[src/rtl/mini_fir_seq_if.sv]
// Signal bundle for the mini_fir_seq sequencer: sample stream, coefficient port,
// external MAC stage and result stream. The slave modport is the sequencer's view.
interface mini_fir_seq_if #(
  parameter int TAPS = 8,
  parameter int DW   = 8,
  parameter int CW   = 8,
  parameter int AW   = 19
);
  localparam int TW = $clog2(TAPS);

  logic          i_valid;
  logic          o_ready;
  logic [DW-1:0] i_data;

  logic          i_cfg_we;
  logic [TW-1:0] i_cfg_addr;
  logic [CW-1:0] i_cfg_coeff;
  logic          o_cfg_drop;

  logic [DW-1:0] o_mac_data;
  logic [CW-1:0] o_mac_coeff;
  logic [AW-1:0] o_mac_prev;
  logic [AW-1:0] i_mac_next;

  logic          o_valid;
  logic          i_ready;
  logic [AW-1:0] o_result;

  modport slave (
    input  i_valid, i_data, i_cfg_we, i_cfg_addr, i_cfg_coeff, i_mac_next, i_ready,
    output o_ready, o_cfg_drop, o_mac_data, o_mac_coeff, o_mac_prev, o_valid, o_result
  );

  modport master (
    output i_valid, i_data, i_cfg_we, i_cfg_addr, i_cfg_coeff, i_mac_next, i_ready,
    input  o_ready, o_cfg_drop, o_mac_data, o_mac_coeff, o_mac_prev, o_valid, o_result
  );
endinterface

[src/rtl/mini_fir_seq.sv]
// Time-multiplexes one external registered 8x8 MAC across an 8-tap FIR: holds the
// delay line and coefficient bank, steps the MAC through each tap, returns the sum.
module mini_fir_seq #(
  parameter int TAPS = 8,
  parameter int DW   = 8,
  parameter int CW   = 8,
  parameter int AW   = 19
) (
  input logic           clk,
  input logic           rst,
  mini_fir_seq_if.slave bus
);
  localparam int TW = $clog2(TAPS);

  typedef enum logic [1:0] {IDLE, RUN, LAST, HOLD} state_t;

  state_t        state;
  logic [TW-1:0] tap;
  logic [DW-1:0] x    [TAPS];
  logic [CW-1:0] coef [TAPS];

  assign bus.o_ready = (state == IDLE);

  // The MAC sees operands only while stepping taps; tap 0 starts a fresh sum.
  always_comb begin
    // NOTE: defaults first so every path assigns every output and no latch is inferred.
    bus.o_mac_data  = '0;
    bus.o_mac_coeff = '0;
    bus.o_mac_prev  = '0;
    if (state == RUN) begin
      bus.o_mac_data  = x[tap];
      bus.o_mac_coeff = coef[tap];
      bus.o_mac_prev  = (tap == '0) ? '0 : bus.i_mac_next;
    end
  end

  always_ff @(posedge clk) begin
    if (rst) begin
      // NOTE: the delay line and coefficient bank are architecturally visible after
      // reset (a following sample must yield 0), so these arrays are cleared too.
      state        <= IDLE;
      tap          <= '0;
      bus.o_result <= '0;
      bus.o_valid  <= 1'b0;
      bus.o_cfg_drop <= 1'b0;
      for (int k = 0; k < TAPS; k++) begin
        x[k]    <= '0;
        coef[k] <= '0;
      end
    end else begin
      bus.o_cfg_drop <= bus.i_cfg_we && (state != IDLE);
      case (state)
        IDLE: begin
          if (bus.i_cfg_we) coef[bus.i_cfg_addr] <= bus.i_cfg_coeff;
          if (bus.i_valid) begin
            x[0] <= bus.i_data;
            for (int k = 1; k < TAPS; k++) x[k] <= x[k-1];
            tap   <= '0;
            state <= RUN;
          end
        end
        RUN: begin
          tap <= tap + 1'b1;
          if (tap == TW'(TAPS - 1)) state <= LAST;
        end
        LAST: begin
          // i_mac_next now carries the last tap's accumulate, i.e. the full sum.
          bus.o_result <= bus.i_mac_next;
          bus.o_valid  <= 1'b1;
          state        <= HOLD;
        end
        HOLD: begin
          if (bus.i_ready) begin
            bus.o_valid <= 1'b0;
            state       <= IDLE;
          end
        end
        default: state <= IDLE;
      endcase
    end
  end
endmodule

[src/flat_wrapper.sv]
// flat-port wrapper written by rule: the top's interface ports become plain ports
module mini_fir_seq_flat 
#(
  parameter int TAPS = 8,
  parameter int DW   = 8,
  parameter int CW   = 8,
  parameter int AW   = 19
)
  (clk, rst, bus_i_valid, bus_i_data, bus_i_cfg_we, bus_i_cfg_addr, bus_i_cfg_coeff, bus_i_mac_next, bus_i_ready, bus_o_ready, bus_o_cfg_drop, bus_o_mac_data, bus_o_mac_coeff, bus_o_mac_prev, bus_o_valid, bus_o_result);
  mini_fir_seq_if #(.TAPS(TAPS), .DW(DW), .CW(CW), .AW(AW)) bus_i ();
  input logic clk;
  input logic rst;
  input wire logic [$bits(bus_i.i_valid)-1:0] bus_i_valid;
  input wire logic [$bits(bus_i.i_data)-1:0] bus_i_data;
  input wire logic [$bits(bus_i.i_cfg_we)-1:0] bus_i_cfg_we;
  input wire logic [$bits(bus_i.i_cfg_addr)-1:0] bus_i_cfg_addr;
  input wire logic [$bits(bus_i.i_cfg_coeff)-1:0] bus_i_cfg_coeff;
  input wire logic [$bits(bus_i.i_mac_next)-1:0] bus_i_mac_next;
  input wire logic [$bits(bus_i.i_ready)-1:0] bus_i_ready;
  output wire logic [$bits(bus_i.o_ready)-1:0] bus_o_ready;
  output wire logic [$bits(bus_i.o_cfg_drop)-1:0] bus_o_cfg_drop;
  output wire logic [$bits(bus_i.o_mac_data)-1:0] bus_o_mac_data;
  output wire logic [$bits(bus_i.o_mac_coeff)-1:0] bus_o_mac_coeff;
  output wire logic [$bits(bus_i.o_mac_prev)-1:0] bus_o_mac_prev;
  output wire logic [$bits(bus_i.o_valid)-1:0] bus_o_valid;
  output wire logic [$bits(bus_i.o_result)-1:0] bus_o_result;
  assign bus_i.i_valid = bus_i_valid;
  assign bus_i.i_data = bus_i_data;
  assign bus_i.i_cfg_we = bus_i_cfg_we;
  assign bus_i.i_cfg_addr = bus_i_cfg_addr;
  assign bus_i.i_cfg_coeff = bus_i_cfg_coeff;
  assign bus_i.i_mac_next = bus_i_mac_next;
  assign bus_i.i_ready = bus_i_ready;
  assign bus_o_ready = bus_i.o_ready;
  assign bus_o_cfg_drop = bus_i.o_cfg_drop;
  assign bus_o_mac_data = bus_i.o_mac_data;
  assign bus_o_mac_coeff = bus_i.o_mac_coeff;
  assign bus_o_mac_prev = bus_i.o_mac_prev;
  assign bus_o_valid = bus_i.o_valid;
  assign bus_o_result = bus_i.o_result;
  mini_fir_seq #(.TAPS(TAPS), .DW(DW), .CW(CW), .AW(AW)) u_core (.clk(clk), .rst(rst), .bus(bus_i));
endmodule
[config.mk]
export PLATFORM = sky130hd
export DESIGN_NAME = mini_fir_seq_flat
export DESIGN_NICKNAME = d
export VERILOG_FILES = /design/src/rtl/mini_fir_seq_if.sv /design/src/rtl/mini_fir_seq.sv /design/src/flat_wrapper.sv
export SDC_FILE = /design/constraint.sdc
export NUM_CORES = 1
export LEC_CHECK = 0
export CAP_MARGIN = 20
export CORE_ASPECT_RATIO = 0.9
export CORE_MARGIN = 4
export CORE_UTILIZATION = 33
export CTS_CLUSTER_DIAMETER = 40
export CTS_CLUSTER_SIZE = 30
export DETAILED_ROUTE_END_ITERATION = 16
export PLACE_DENSITY_LB_ADDON = 0.3
export SETUP_SLACK_MARGIN = 0.3
export SKIP_CTS_REPAIR_TIMING = 1
export SLEW_MARGIN = 30
export SYNTH_ARGS = -nofsm -noshare
export SYNTH_HDL_FRONTEND = slang
export SYNTH_SLANG_ARGS = --single-unit
[constraint.sdc]
create_clock -name clk -period 7.5 [get_ports clk]
set_input_delay 1.5 -clock clk [delete_from_list [all_inputs] [get_ports clk]]
set_output_delay 1.5 -clock clk [all_outputs]
set_load 0.02 [all_outputs]
After elaboration in Yosys (flattened, before gate mapping)
Memory sizes are Yosys's and may differ from the RTL's. A register that Yosys moved wholly into a read port is not among the register bits.
Index checks and enable logic that the tools add are counted.
Storage, ports and cells
  RAM bits: 128
  bits in registers: 26
  logic and storage cells: 70
  input port bits: 43
  memories kept: 2
  output and inout port bits: 57
Memories
  u_core.coef: depth 8, bits a word 8, read ports 1, clocked after memory_dff 1, wr ports 8, RTL line mini_fir_seq.sv:20  | logic [CW-1:0] coef [TAPS];
  u_core.x: depth 8, bits a word 8, read ports 8, clocked after memory_dff 1, wr ports 8, RTL line mini_fir_seq.sv:19  | logic [DW-1:0] x [TAPS];
Cells by class
  reduce and logical (&&, ||, !) cells: 10
  equality and inequality tests: 7
  add/subtract/negate cells: 1
  muxes and demuxes: 37
  bitwise operators: 8
Operator list (number)
  $mux 8: 11
  $mux 19: 2
  $mux 3: 6
  $mux 1: 12
  $or 1x1->1: 8
  $pmux 2 s4: 1
  $reduce_or 8->1: 1
  $mux 2: 3
  $ne 2x2->1 const B: 3
  $pmux 3 s2: 1
  $reduce_bool 2->1: 3
  $eq 2x2->1 const B: 2
  $reduce_and 2->1: 2
  $add 3x1->3 const B: 1
  $eq 3x3->1 const B: 1
  $logic_not 3->1: 1
  $reduce_and 3->1: 1
  $eq 2x1->1 const B: 1
  $logic_not 2->1: 1
  $pmux 1 s2: 1
  $logic_and 1x1->1: 1

Logic depth before layout (Yosys ltp)
Gate-level depths: netlist (run 1).
  depth in word-level cells: 6
  depth in mapped cells: 7
  depth with buffers taken out: 5

Worst setup path before layout (run 1)
No wires, ideal clock.
  path kind: input to register
  start point: input port rst
  end point: memory u_core.x[0][0], enable pin
  setup slack: 3550 ps
  buffers on the path: 2
  stages: 3
  arrival: 3518 ps
  setup time: 432 ps
  data required time: 7068 ps
  cells stage by stage: buf_2 -> clkbuf_1 -> nand2b_1
RTL lines
  from (decl): RTL line flat_wrapper.sv:12  | input logic rst;
  to (decl): RTL line mini_fir_seq.sv:19

==> results.toml, run 1 <==
[outcome]
status = "complete, no violations"

[yosys]
syn_nets = 580
synth-edff-count = 128
ys_seq_area_share_pct = 61.92
ys_ff_latch = 157
yosysMostFrequentCell = "and2_1"
synth.largest_area_cell = "edfxtp_1"
yosysWarningCount = 0
synth_cells = 529
synth_commonest_cells = "131 x and2_1, 128 x edfxtp_1, 36 x mux2i_1, 31 x nor2_1, 29 x dfxtp_1"
syn_area_mm2 = 0.007146
yosysTopAreaCellShare_pct = 53.79
synth_ff_type = "edfxtp_1"
synthTopCellsByArea = "edfxtp_1 54%, and2_1 11%, dfxtp_1 8.1%"
ys_types = 33
avgSynthCellArea_um2 = 13.51
async_flop_share_pct = 0

[floorplanning]
core_area_mm2 = 0.02102
fp.dieH_um = 147.6
floorplan.die.width_um = 163.1
io_pins = 100
start_util_pct = 33.99
die_area_mm2 = 0.02408
fp-row-count = 50

[sta]
setup_tns_ns = 0
fin_crit_sh_pct = 62.98
drv_slew = 0
worst_pin_slew_ns = 0.8961
slew_headroom_pct = 40.18
rsz0062_at_grt = "no"
fin_ws_ns = 2.776
finalClockSkew_ns = 0.01295
setup_viol = 0
max_freq_mhz = 211.7
hold_viol = 0
hold_ws_ns = 0.4922
min_period_ns = 4.724

[detailed_routing]
drcViolationCount = 0
wl_per_cell_um = 16.71
drtIter0Drc = 263
num_vias = 4403
firstDrtPassIters = 4
antenna_left = 0
wl_um = 15440
via_per_inst = 4.765

[layout]
drive_gt1_share_pct = 13.48
n_antenna_cell = 0
nNetsFinal = 676
final_cell_area_mm2 = 0.008987
syn_to_final_growth_pct = 25.77
fill_cells = 1991

[clocking]
path_clk_slew_ns = 0.06
tritoncts = "yes"
htreeDepth = 4
cts_buffers = 17
clockRootBuffer = "clkbuf_16"
clock_latency_ns = 0.42
clk_path_buf_depth = 2
clock_sinks = 157

[global_route]
grt_pass1_vias = 4741
track_usage_pct = 13.34
grt_max_degree = 65
antenna_found_initial = 1
grt-ovfl-total = 0
grt_pass1_wl_um = 24960

[hold_path]
timing.hold.worst_endpoint = "u_core.bus.o_valid$_SDFFE_PP0P_"
min_from = "u_core.bus.o_valid$_SDFFE_PP0P_"
min_delay_path_depth = 2
hp-class = "reg2reg"

[critical_path]
cp-end-kind = "primary output"
crit_chain = "nand2b_1 > o21ai_0 > a221oi_1 > clkdlybuf4s50_1"
cp-start-kind = "flop"
rr_endpoint = "u_core.coef[0][4]$_SDFFCE_PN0P_"
crit_type = "reg2out"
crit_arrival_ns = 3.22
rrSetupSlack_ns = 5.06
required_ns = 6.00
r2r-start = "u_core.state[1]$_SDFFE_PP0P_"
max_stage_delay_ns = 0.90
rr_worst_depth = 5
path_max_fanout = 18
slowest_stage = "dfxtp_1"

[placed_design]
portBuffers = 99
place_area_mm2 = 0.008404
dp_slack_ns = 3.019
hpwl_um = 10240
place.gp.congestion = 0.7786

[job]
drv_cap = 0

[pwr]
vdd_drop_max_mv = 0.1533
p_sw_mw = 0.7850
p_leak_nw = 3.172
comb_power_share_pct = 24.3
power.share.clock_pct = 31.1
internal-power_mw = 1.890
pwr_density_cell_mw_per_mm2 = 297.6
p_sw_share_pct = 29.35
power_frac_seq_pct = 44.6
## kinds of logic after synthesis
logic type | after synthesis | synth area share, %
AND/OR/NAND/NOR | 208 | 17.25
flip-flops | 157 | 61.92
multiplexers | 68 | 12.61
buffers and inverters | 48 | 2.977
AO/OA/AOI/OAI | 40 | 3.852
adder cells (fa/ha/maj) | 8 | 1.401
## worst max path at each step
stage / endpoint / slack [ns] / cells past startpoint
CTS: bus_o_mac_prev[4] / 2.57 / 5
floorplan: u_core.x[0][0]$_SDFFCE_PN0P_ / 3.55 / 3
finish: bus_o_mac_data[4] / 2.78 / 4
global placement: bus_o_mac_prev[15] / 3.17 / 5
global route: bus_o_mac_data[7] / 2.63 / 4
detailed placement: bus_o_mac_prev[4] / 3.02 / 5
## metal layers
metal,track usage (%),wire [µm],vias to the layer above
met4,4.193,210,2
met3,5.018,980,20
li1,-,-,2087
met1,16.95,6984,2179
met5,0,8,-
met2,21.22,7259,115
## power groups by stage
stage | clock network (mW) | registers (mW) | logic, mW
2_1_floorplan | 0 | 1.20 | 0.389
3_3_place_gp | 0 | 1.20 | 0.644
3_5_place_dp | 0 | 1.21 | 0.661
4_1_cts | 0.851 | 1.19 | 0.662
5_1_grt | 0.895 | 1.21 | 0.713
6_report | 0.831 | 1.19 | 0.651
## stage by stage
step | util, % | total power, mW | instances
floorplan | - | 1.589 | 529
global placement | 39.97 | 1.845 | 892
detailed placement | 39.98 | 1.868 | 892
CTS | 42.71 | 2.706 | 924
global route | 42.76 | 2.817 | 924
finish | 42.76 | 2.675 | 924
## layout by cell type (no fill, tap or decap), types with 3 or more instances in the layout
cell,synthesis,routed
clkdlybuf4s50_1,0,98
nor2_1,31,29
a221oi_1,16,16
mux4_2,16,16
buf_4,2,5
mux2_2,16,16
o21ai_0,16,16
and2_1,131,131
inv_1,21,21
nand2_1,4,4
clkbuf_16,0,17
clkinvlp_4,0,5
dfxtp_1,29,28
edfxtp_1,128,128
a21oi_1,3,3
mux2i_1,36,36
or2_2,8,8
nand2b_1,5,4
ha_1,8,7
nor2b_1,17,17
## area by class of cell
type,count,area [µm²],area share [%]
timing repair buffer,104,1023,11.39
multi-input combinational,324,2527,28.12
tap,286,357.8,3.982
sequential,157,4425,49.24
clock inverter,14,145.1,1.615
clock buffer,18,429.2,4.775
inverter,21,78.83,0.8771
## sequential cells by signal, summed over array words and instances, names as in the netlist, named ones only
| signal | flops |
|---|---|
| u_core.bus.o_cfg_drop | 1 |
| u_core.coef | 64 |
| u_core.bus.o_valid | 1 |
| u_core.bus.o_result | 19 |
| u_core.state | 2 |
| u_core.x | 64 |
| u_core.tap | 3 |
## critical path, delay by kind of cell, from the launching register on
kind / cells / cell delay [ns]
flops: 1 / 0.90
buf+inv: 1 / 0.69
compound gates: 2 / 0.58
simple gates: 1 / 0.63
Power figures use the tool's default switching activity.
==> run 2, diff against run 1 <==
clock period = 4.1 ns   (was 7.5 ns; I/O delays follow)
==> results.toml, run 2 (synthesis results as in run 1) <==
[layout]
final_cell_mix = "131 x and2_1, 128 x edfxtp_1, 98 x clkdlybuf4s50_1, 36 x mux2i_1, 30 x nor2_1"
final_cell_area_mm2 = 0.009146
n_antenna_cell = 0
syn_to_final_growth_pct = 28.00
nNetsFinal = 690
layout_commonest_cell = "and2_1"
final_cell_count_no_fill = 938
fill_cells = 1934
drive_gt1_share_pct = 15.34
reg.largest.list = "u_core.coef x64, u_core.x x64, u_core.bus.o_result x19"

[global_route]
grt_pass1_wl_um = 26760
grt_pass1_vias = 4873
grt_max_degree = 65
antenna_found_initial = 0
track_usage_pct = 14.24
grt-ovfl-total = 0

[sta]
fin_ws_ns = 0.4884
hold_ws_ns = 0.4940
fin_crit_sh_pct = 88.09
setup_tns_ns = 0
rsz0062_at_grt = "no"
finalClockSkew_ns = 0.01094
drv_slew = 0
setup_viol = 0
min_period_ns = 3.612
hold_viol = 0
worst_pin_slew_ns = 0.6361
slew_headroom_pct = 57.43
max_freq_mhz = 276.9

[hold_path]
hp-class = "reg2reg"

[floorplanning]
floorplan.die.width_um = 163.1
io_pins = 100
fp-row-count = 50
core_area_mm2 = 0.02102
fp.dieH_um = 147.6
start_util_pct = 33.99
die_area_mm2 = 0.02408

[pwr]
p_leak_nw = 3.289
pwr_density_cell_mw_per_mm2 = 552.4
vdd_drop_max_mv = 0.2824

[critical_path]
cp-end-kind = "primary output"
slowest_stage = "clkdlybuf4s50_1"
crit_arrival_ns = 2.79
max_stage_delay_ns = 0.68
path_max_fanout = 8
crit_path_frequent_cell = "buf_4"
crit_type = "reg2out"
cp-start-kind = "flop"
required_ns = 3.28
crit_chain = "buf_4 > nor2_1 > buf_4 > a221oi_1 > clkdlybuf4s50_1"

[placed_design]
dp_cells = 906
place_area_mm2 = 0.008532
hpwl_um = 11200
portBuffers = 99
dp_slack_ns = 0.8792
place.gp.congestion = 0.7845

[clocking]
htreeDepth = 4
clk_path_buf_depth = 2
clock_latency_ns = 0.42
tritoncts = "yes"
cts_buffers = 17
clock_sinks = 157
path_clk_slew_ns = 0.06
clockRootBuffer = "clkbuf_16"

[detailed_routing]
wl_per_cell_um = 17.50
antenna_left = 0
drtIter0Drc = 349
firstDrtPassIters = 5
wl_um = 16420
via_per_inst = 4.776
drcViolationCount = 0
num_vias = 4480

[outcome]
status = "complete, no violations"

[job]
drv_cap = 0
run 2: path summary, 6_finish.rpt:
kind,from,endpoint,slack (ns),cells after the start
max,flop,bus_o_mac_data[4],0.49,5
min,u_core.bus.o_result[2]$_SDFFE_PP0P_,u_core.bus.o_result[2]$_SDFFE_PP0P_,0.49,2
max reg2reg,u_core.state[1]$_SDFFE_PP0P_,u_core.coef[3][0]$_SDFFCE_PN0P_,1.85,5
min reg2reg,u_core.bus.o_result[2]$_SDFFE_PP0P_,u_core.bus.o_result[2]$_SDFFE_PP0P_,0.49,2
run 2: area by class of cell:
cell class              instances  area, µm²  area share, %
well taps                     286      357.8          3.912
inverters                      21      78.83         0.8618
multi-input cells             324       2516          27.51
repair buffers                118       1154          12.61
flip-flops and latches        157       4425          48.39
clock inverters                15      188.9          2.066
clock buffers                  17      425.4          4.651
run 2: routing by layer:
layer	up-vias	GRT usage [%]	share of wire, %
li1	2107	-	-
met1	2244	19.26	47
met2	118	22.07	46
met3	11	4.516	5.9
met4	0	4.193	1.3
met5	-	0	0
run 2: critical path: cells and delay by family (launching register included):
family | cells | cell delay [ns]
buf+inv | 3 | 1.18
compound gates | 1 | 0.39
flops | 1 | 0.63
simple gates | 1 | 0.16
run 2: stage by stage:
step	util, %	power, mW
2_1_floorplan	-	2.906
3_3_place_gp	40.58	3.434
3_5_place_dp	40.59	3.466
4_1_cts	43.51	5.103
5_1_grt	43.51	5.310
6_report	43.51	5.052
run 2: where the power goes:
| group | total [mW] | switching, mW | internal [mW] | leakage [nW] |
|---|---|---|---|---|
| Combinational | 1.25 | 0.698 | 0.555 | 1.40 |
| Sequential | 2.17 | 0.137 | 2.03 | 1.59 |
| Clock | 1.63 | 0.660 | 0.969 | 0.300 |
==> run 3, diff against run 2 <==
CORE_MARGIN = 1   (was 4)
CORE_UTILIZATION = 49   (was 33)
==> results.toml, run 3 (synthesis results as in run 1) <==
[sta]
hold_viol = 0
setup_tns_ns = 0
finalClockSkew_ns = 0.008704
rsz0062_at_grt = "no"
max_freq_mhz = 275.4
fin_ws_ns = 0.4684
setup_viol = 0
fin_crit_sh_pct = 88.58
slew_headroom_pct = 48.22
worst_pin_slew_ns = 0.7756
drv_slew = 0
min_period_ns = 3.632

[floorplanning]
fp-row-count = 41
core_area_mm2 = 0.01411
fp.dieH_um = 116.6
io_pins = 100
floorplan.die.width_um = 129.3
start_util_pct = 50.65
die_area_mm2 = 0.01507

[layout]
final_cell_count_no_fill = 837
syn_to_final_growth_pct = 25.84
nNetsFinal = 682
final_cell_area_mm2 = 0.008992
n_antenna_cell = 0
drive_gt1_share_pct = 14.29
final_util_pct = 63.74
layout_commonest_cell = "and2_1"
reg.largest.list = "u_core.coef x64, u_core.x x64, u_core.bus.o_result x19"
final_cell_mix = "131 x and2_1, 128 x edfxtp_1, 98 x clkdlybuf4s50_1, 36 x mux2i_1, 30 x nor2_1"

[critical_path]
cp-end-kind = "primary output"
path_max_fanout = 18
max_stage_delay_ns = 0.82
cp.buffers_inverters = 2
cp-start-kind = "flop"
required_ns = 3.28
cp_top_family = "buffers and inverters"
crit_arrival_ns = 2.81
crit_chain = "nand2b_1 > buf_4 > o21ai_0 > a221oi_1 > clkdlybuf4s50_1"
crit_type = "reg2out"
slowest_stage = "dfxtp_1"

[global_route]
track_usage_pct = 20.47
grt-ovfl-total = 0
antenna_found_initial = 0
grt_max_degree = 65
grt_pass1_vias = 4437
grt_pass1_wl_um = 22910

[clocking]
cts_buffers = 17
clock_latency_ns = 0.42
clk_path_buf_depth = 2
tritoncts = "yes"
clock_sinks = 157
path_clk_slew_ns = 0.06
clockRootBuffer = "clkbuf_16"
htreeDepth = 4

[placed_design]
portBuffers = 99
hpwl_um = 9892
dp_slack_ns = 0.9018
dp_cells = 805
place_area_mm2 = 0.008343
place.gp.congestion = 0.7920

[hold_path]
hp-class = "reg2reg"

[detailed_routing]
wl_per_cell_um = 17.57
drcViolationCount = 0
drtIter0Drc = 269
antenna_left = 0
firstDrtPassIters = 5
wl_um = 14700
num_vias = 4470
via_per_inst = 5.341

[pwr]
power_frac_seq_pct = 42.7
power.share.clock_pct = 33.6
vdd_drop_max_mv = 0.3625
comb_power_share_pct = 23.7
internal-power_mw = 3.658
p_leak_nw = 3.255
pwr_density_cell_mw_per_mm2 = 567.4
p_sw_share_pct = 28.30
p_sw_mw = 1.444

[outcome]
status = "complete, no violations"

[job]
drv_cap = 0
[run 3: final cells by class]
| class | count | area (µm²) |
|---|---|---|
| clock buffers | 18 | 429.2 |
| clock inverters | 14 | 215.2 |
| fillers | 1065 | 5115 |
| inverters | 21 | 78.83 |
| multi-input cells | 324 | 2519 |
| flip-flops and latches | 157 | 4428 |
| well taps | 193 | 241.5 |
| repair buffers | 110 | 1081 |
[run 3: per-stage QoR]
stage               total power, mW  hold slack (ns)
finish                        5.102           0.4955
global route                  5.306           0.5271
CTS                           5.133           0.4979
detailed placement            3.408           0.4795
global placement              3.364           0.4712
floorplan                     2.906           0.4677
[run 3: final timing paths]
| check | from | end | slack [ns] | cells past startpoint |
|---|---|---|---|---|
| worst min-delay path | u_core.bus.o_valid$_SDFFE_PP0P_ | u_core.bus.o_valid$_SDFFE_PP0P_ | 0.50 | 2 |
| worst max register to register | u_core.state[0]$_SDFFE_PP0P_ | u_core.coef[0][7]$_SDFFCE_PN0P_ | 1.73 | 5 |
| worst max-delay path | flop | bus_o_mac_coeff[5] | 0.47 | 5 |
| worst min register to register | u_core.bus.o_valid$_SDFFE_PP0P_ | u_core.bus.o_valid$_SDFFE_PP0P_ | 0.50 | 2 |
[run 3: worst register-to-register path, stage by stage (launching register included)]
cell and delay (ns):
dfxtp_1 0.34, inv_1 0.12, ha_1 0.35, or3b_4 0.46
nor2_1 0.45, or2_2 0.35
[run 3: power by group through the flow]
stage / clock [mW] / sequential (mW) / combinational, mW
2_1_floorplan: 0 / 2.20 / 0.711
3_3_place_gp: 0 / 2.19 / 1.17
3_5_place_dp: 0 / 2.20 / 1.21
4_1_cts: 1.74 / 2.18 / 1.22
5_1_grt: 1.80 / 2.21 / 1.30
6_report: 1.71 / 2.18 / 1.21
[run 3: metal layers]
| layer | global-route usage, % | up-vias | wire length (µm) | share of wire, % |
|---|---|---|---|---|
| met1 | 25.87 | 2259 | 6442 | 44 |
| li1 | - | 2096 | - | - |
| met5 | 0 | - | 0 | 0 |
| met4 | 6.902 | 0 | 131 | 0.89 |
| met2 | 33.87 | 107 | 7410 | 50 |
| met3 | 6.047 | 8 | 718 | 4.9 |
